[config.mk]
export PLATFORM = sky130hd
export DESIGN_NAME = alu_scheduler
export DESIGN_NICKNAME = d
export VERILOG_FILES = /design/src/rtl/alu_pkg.sv /design/src/rtl/rr_arb2.sv /design/src/rtl/alu_scheduler.sv
export SDC_FILE = /design/constraint.sdc
export NUM_CORES = 1
export LEC_CHECK = 0
export CAP_MARGIN = 25
export CORE_MARGIN = 8
export CORE_UTILIZATION = 30
export CTS_CLUSTER_DIAMETER = 50
export DETAILED_ROUTE_END_ITERATION = 10
export GPL_TIMING_DRIVEN = 0
export PLACE_DENSITY = 0.66
export SKIP_LAST_GASP = 1
export SLEW_MARGIN = 10
export SYNTH_ARGS = -nofsm -noshare
export SYNTH_HDL_FRONTEND = slang
export SYNTH_SLANG_ARGS = --single-unit
[constraint.sdc]
create_clock -name clk -period 2.2 [get_ports clk]
set_input_delay 0.33 -clock clk [delete_from_list [all_inputs] [get_ports clk]]
set_output_delay 0.33 -clock clk [all_outputs]
set_load 0.05 [all_outputs]
[src/rtl/alu_pkg.sv]
// alu_pkg: op codes, scheduler state encoding and op classification shared by the ALU scheduler
package alu_pkg;
   localparam logic [3:0] OP_AND  = 4'b0000;
   localparam logic [3:0] OP_OR   = 4'b0001;
   localparam logic [3:0] OP_NOT  = 4'b0010;
   localparam logic [3:0] OP_NOR  = 4'b0011;
   localparam logic [3:0] OP_XOR  = 4'b0100;
   localparam logic [3:0] OP_NAND = 4'b0101;
   localparam logic [3:0] OP_ADD  = 4'b0110;
   localparam logic [3:0] OP_SUB  = 4'b0111;
   typedef enum logic [1:0] {IDLE, LO, HI, RESP} state_t;
   function automatic logic is_arith(input logic [3:0] op);
      return op == OP_ADD || op == OP_SUB;
   endfunction
endpackage

[src/rtl/rr_arb2.sv]
// rr_arb2: two-request round-robin grant; the pointer names the favoured requester on a tie or when idle
module rr_arb2 (
   input  logic clk,
   input  logic rst,
   input  logic valid0,
   input  logic valid1,
   input  logic accept,
   output logic grant0,
   output logic grant1
);
   logic ptr;
   // a lone valid requester wins, otherwise the pointer decides
   always_comb begin
      grant1 = (valid0 ^ valid1) ? valid1 : ptr;
      grant0 = ~grant1;
   end
   // after each accept favour the requester that was not just served
   always_ff @(posedge clk) begin
      if (rst) ptr <= 1'b0;
      else if (accept) ptr <= ~grant1;
   end
endmodule

[src/rtl/alu_scheduler.sv]
// alu_scheduler: shares one 32-bit ALU between two requesters, chaining two passes for 64-bit ops
module alu_scheduler
   import alu_pkg::*;
(
   input  logic        clk,
   input  logic        rst,
   input  logic        req0_valid,
   output logic        req0_ready,
   input  logic [3:0]  req0_op,
   input  logic        req0_wide,
   input  logic [63:0] req0_a,
   input  logic [63:0] req0_b,
   input  logic        req1_valid,
   output logic        req1_ready,
   input  logic [3:0]  req1_op,
   input  logic        req1_wide,
   input  logic [63:0] req1_a,
   input  logic [63:0] req1_b,
   output logic        rsp_valid,
   input  logic        rsp_ready,
   output logic        rsp_id,
   output logic [63:0] rsp_y,
   output logic        rsp_cout,
   output logic        rsp_neg,
   output logic        rsp_zero,
   output logic        rsp_ovf,
   output logic        rsp_err,
   output logic [31:0] alu_A,
   output logic [31:0] alu_B,
   output logic [3:0]  alu_sel,
   output logic        alu_Cin,
   input  logic [31:0] alu_Y,
   input  logic        alu_Cout,
   input  logic        alu_Negative,
   input  logic        alu_Zero,
   input  logic        alu_Overflow
);
   state_t state;
   logic [3:0] op;
   logic wide;
   logic [63:0] a, b;
   logic grant0, grant1, idle, accept, pass_lo, pass_hi, arith;
   logic [3:0] sel_op;
   logic sel_wide;
   logic [63:0] sel_a, sel_b;
   rr_arb2 u_arb (
      .clk(clk), .rst(rst), .valid0(req0_valid), .valid1(req1_valid),
      .accept(accept), .grant0(grant0), .grant1(grant1)
   );
   // handshake decode, selected request fields and ALU drive; the ALU sees zeros outside its passes
   always_comb begin
      idle = state == IDLE;
      pass_lo = state == LO;
      pass_hi = state == HI;
      arith = is_arith(op);
      req0_ready = idle & grant0;
      req1_ready = idle & grant1;
      accept = (req0_valid & req0_ready) | (req1_valid & req1_ready);
      sel_op = grant1 ? req1_op : req0_op;
      sel_wide = grant1 ? req1_wide : req0_wide;
      sel_a = grant1 ? req1_a : req0_a;
      sel_b = grant1 ? req1_b : req0_b;
      rsp_valid = state == RESP;
      alu_A = pass_lo ? a[31:0] : pass_hi ? a[63:32] : '0;
      alu_B = pass_lo ? b[31:0] : pass_hi ? b[63:32] : '0;
      alu_sel = (pass_lo | pass_hi) ? op : '0;
      alu_Cin = pass_lo ? op == OP_SUB : pass_hi & arith & rsp_cout;
   end
   // sequencer: capture on accept, LO then optional HI pass, hold the response until taken
   always_ff @(posedge clk) begin
      if (rst) begin
         state <= IDLE;
         op <= '0;
         wide <= 1'b0;
         a <= '0;
         b <= '0;
         rsp_id <= 1'b0;
         rsp_y <= '0;
         {rsp_cout, rsp_neg, rsp_zero, rsp_ovf, rsp_err} <= '0;
      end else begin
         case (state)
            IDLE: if (accept) begin
               op <= sel_op;
               wide <= sel_wide;
               a <= sel_a;
               b <= sel_b;
               rsp_id <= grant1;
               rsp_y <= '0;
               {rsp_cout, rsp_neg, rsp_zero, rsp_ovf} <= '0;
               rsp_err <= sel_op[3];
               state <= sel_op[3] ? RESP : LO;
            end
            LO: begin
               rsp_y[31:0] <= alu_Y;
               rsp_cout <= arith & alu_Cout;
               rsp_neg <= alu_Negative;
               rsp_zero <= alu_Zero;
               rsp_ovf <= arith & alu_Overflow;
               state <= wide ? HI : RESP;
            end
            HI: begin
               rsp_y[63:32] <= alu_Y;
               rsp_cout <= arith & alu_Cout;
               rsp_neg <= alu_Negative;
               rsp_zero <= rsp_zero & alu_Zero;
               rsp_ovf <= arith & alu_Overflow;
               state <= RESP;
            end
            RESP: if (rsp_ready) state <= IDLE;
         endcase
      end
   end
endmodule

==> impl_metrics.tcl <==
set metrics [dict create \
    synth_top_family_by_area "compound AO/OA/AOI/OAI gates" \
    cts-buffers-inserted 30 \
    p_per_area_mw_per_mm2 1310 \
    grt_pass1_wl_microns 63900 \
    layout-drive-gt1-share_pct 21.6 \
    cts_tree "done" \
    grt_max_degree 15 \
    antenna_left 0 \
    p_int_w 0.0118 \
    vias 10100 \
    top_layer "met4" \
    synth_nets 1270 \
    start_util_pct 30.3 \
    grt_pass1_vias 10100 \
    grt_overflow 0 \
    root_buffer "clkbuf_16" \
    fin_nets 1771 \
    startpoint "state[1]$_SDFFE_PP0P_" \
    cts_num_sinks 205 \
    vias_per_cell 5.40 \
    reg2reg_slack_ns 0.04 \
    drv_cap 0 \
    finalSetupViolCount 57 \
    combPwrFrac_pct 51.8 \
    syn_to_final_growth_pct 86.6 \
    reg2regPathDepth 10 \
    clkTransAtPathRegs_ns 0.05 \
    cp_common_cell "clkbuf_16" \
    leakage_nw 6.27 \
    synth-simple-area-share_pct 16.4 \
    crit_type "flop to output port" \
    p_total_w 0.0205 \
    min_period_over_period_pct 105 \
    outcome "finished, violations left" \
    cts.htree.levels 1 \
    drt-pass1-iter-count 6 \
    ys_types 35 \
    antenna_found_initial 6 \
    synth-xor-area-share_pct 0 \
    hold_path.class "input pin to flop" \
    r2r_end "rsp_y[52]$_SDFFE_PP0P_" \
    io_buffer_count 446 \
    seq_power_share_pct 24.8 \
    synth_edf_count 0 \
    violations "setup timing" \
    fp.dieH_microns 183 \
    fill_cells 2586 \
    synthFlopType "dfxtp_1" \
    rows 61 \
    worst_ep_arrival_time_ns 1.99 \
    crit_chain "buf_6 -> ha_4 -> clkbuf_16 -> clkbuf_16 -> nand2_2 -> o21ai_4 -> buf_8" \
    cp.depth 7 \
    ys_ff_latch 205 \
    synth_compound_area_share_pct 27.1 \
    route.detailed.wl_per_inst_microns 23.5 \
    clk_latency_ns 0.55 \
    route.met2.wl_microns 21000 \
    synth_fa_ha_area_share_pct 1.02 \
    clock_skew_ns 0.0124 \
    power.switching_w 0.00869 \
    worst_slew_pin_slew_ns 0.741 \
    yosysMostFrequentCell "dfxtp_1" \
    netlist_top_cells_count "dfxtp_1 (205), nor2_1 (198), nand2_1 (134)" \
    yosys_warnings 0 \
    critPathMaxStageDelay_ns 0.38 \
    ir_drop_mv 0.679 \
    setup_ws_ns -0.118 \
    grt_setup_unrepaired "yes" \
    grtUsageTotal_pct 24.5 \
    synthMuxAreaShare_pct 0.239 \
    syn_area_per_cell_sq_um 8.76 \
    hold_viol 0 \
    ys_seq_area_share_pct 49.0 \
    ios 449 \
    cpLargestDelayFamily "buffers and inverters" \
    finalWirelength_microns 43700 \
    critical-path-slowest-cell "dfxtp_4" \
    dp_hpwl_microns 32800 \
    yosys.area.top_type_share_pct 49.0 \
    cts_max_path_buffers 3 \
    routabilityCongestion 0.918 \
    netlist_area_sq_mm 0.00838 \
    worstPathRequired_ns 1.87 \
    drt_iter0_markers 986 \
    synth_largest_area_cell "dfxtp_1" \
    die_area_sq_mm 0.0335 \
    max_freq_mhz 431 \
    critPathMaxFanout 8 \
    reg2reg_from "state[1]$_SDFFE_PP0P_" \
    max-slew-margin-rel_pct 50.6 \
    fin_crit_ns 2.32 \
    endpoint_kind "output port" \
    hold_buffers 0 \
    hold_depth 2 \
    core_sq_mm 0.0276 \
    pwr-share-clk_pct 23.4 \
    drc_errors 0 \
    dr_wl_met3_microns 4240 \
    maxSlewViolCount 0 \
    die_width_microns 183 \
    crit_end "alu_A[13]" \
    cp_num_buf_inv 4 \
    netlist_top_cells_area "dfxtp_1 (49%), a222oi_1 (16%), nor2_1 (8.9%)" \
    drt-met1-wl_microns 17000 \
    netSwitchingFraction_pct 42.4 \
    syn-instance-count 957 \
    ys_async_sr_fraction_pct 0 \
    cp-start-kind "flop" \
    pre_cts_slack_ns -1.78 \
]
==> power by group through the flow <==
stage	sequential [W]	combinational, W	clock, W
after floorplan	0.00564	0.00500	0
after global placement	0.00503	0.00882	0
after detailed placement	0.00505	0.00892	0
after CTS	0.00501	0.0102	0.00486
after global routing	0.00517	0.0112	0.00505
final	0.00509	0.0106	0.00480
==> per-stage QoR <==
| stage | util (%) | hold slack (ns) | TNS (ns) | cell area, sq um | instances |
|---|---|---|---|---|---|
| 2_1_floorplan | - | 0.476 | -2.48 | 8590 | 957 |
| 5_1_grt | 56.6 | 0.0311 | -8.60 | 15600 | 1863 |
| 3_5_place_dp | 49.0 | 0.448 | -144.43 | 13500 | 1782 |
| 4_1_cts | 55.0 | 0.00674 | -7.38 | 15200 | 1853 |
| 6_report | 56.6 | 0.0389 | -2.55 | 15600 | 1863 |
| 3_3_place_gp | 49.0 | 0.440 | -139.78 | 13500 | 1781 |
==> cell type report <==
| class | count | area [sq um] | area share (%) |
|---|---|---|---|
| diodes | 6 | 15.0 | 0.0960 |
| plain buffers | 103 | 766 | 4.90 |
| clock buffers | 40 | 870 | 5.56 |
| clock inverters | 13 | 135 | 0.864 |
| inverters | 4 | 20.0 | 0.128 |
| multi-input cells | 642 | 4320 | 27.6 |
| flip-flops and latches | 205 | 4110 | 26.3 |
| well taps | 378 | 473 | 3.02 |
| repair buffers | 472 | 4930 | 31.5 |
==> timing repair <==
item | in CTS | in global routing
gates cloned | 8 | 1
resized for setup | 595 | 117
pin swaps | 8 | 42
setup buffers | 11 | 8
endpoints found under the setup margin | 182 | 154
==> cell families after synthesis <==
family                     Yosys count
muxes                                2
and+or+nand+nor                    350
DFF                                205
AOI/OAI and AO/OA                  283
buffers and inverters              110
adders and majority gates            7
==> metal layers <==
layer / vias to the layer above / GRT usage, %
li1: 4622 / -
met1: 4835 / 29.5
met2: 514 / 41.2
met3: 85 / 7.18
met4: 0 / 8.72
met5: - / 0
==> registers in the layout, indices dropped and copies added (netlist names) <==
register / flops
u_arb.ptr: 1
op: 3
a: 64
rsp_id: 1
rsp_cout: 1
rsp_neg: 1
wide: 1
rsp_y: 64
b: 64
rsp_err: 1
rsp_ovf: 1
state: 2
rsp_zero: 1
==> how the worst min path moves through the flow <==
stage | slack (ns) | startpoint | endpoint
global placement | 0.44 | rsp_ovf$_SDFFE_PP0P_ | rsp_ovf$_SDFFE_PP0P_
CTS | 0.007 | req1_valid | u_arb.ptr$_SDFFE_PP0P_
floorplan | 0.48 | req0_a[0] | a[0]$_SDFFE_PP0P_
global route | 0.03 | req1_valid | u_arb.ptr$_SDFFE_PP0P_
detailed placement | 0.45 | rsp_ovf$_SDFFE_PP0P_ | rsp_ovf$_SDFFE_PP0P_
finish | 0.04 | req1_valid | u_arb.ptr$_SDFFE_PP0P_
==> layout by cell type (no fill, tap or decap), types with 3 or more instances in the layout <==
master,n
a21oi_1,7
a222oi_1,132
a22oi_1,62
a32oi_1,3
and2_1,5
buf_12,7
buf_2,28
buf_4,19
buf_6,74
buf_8,12
clkbuf_1,44
clkbuf_16,41
clkbuf_4,3
clkbuf_8,11
clkdlybuf4s50_1,372
clkinv_2,5
dfxtp_1,203
diode_2,6
ha_1,3
inv_6,3
nand2_1,98
nand2_2,10
nand2_4,26
nor2_1,198
nor2b_1,3
o21ai_1,4
o21ai_2,56
o21ai_4,9
Note: power is estimated with default switching activity, not from simulation.
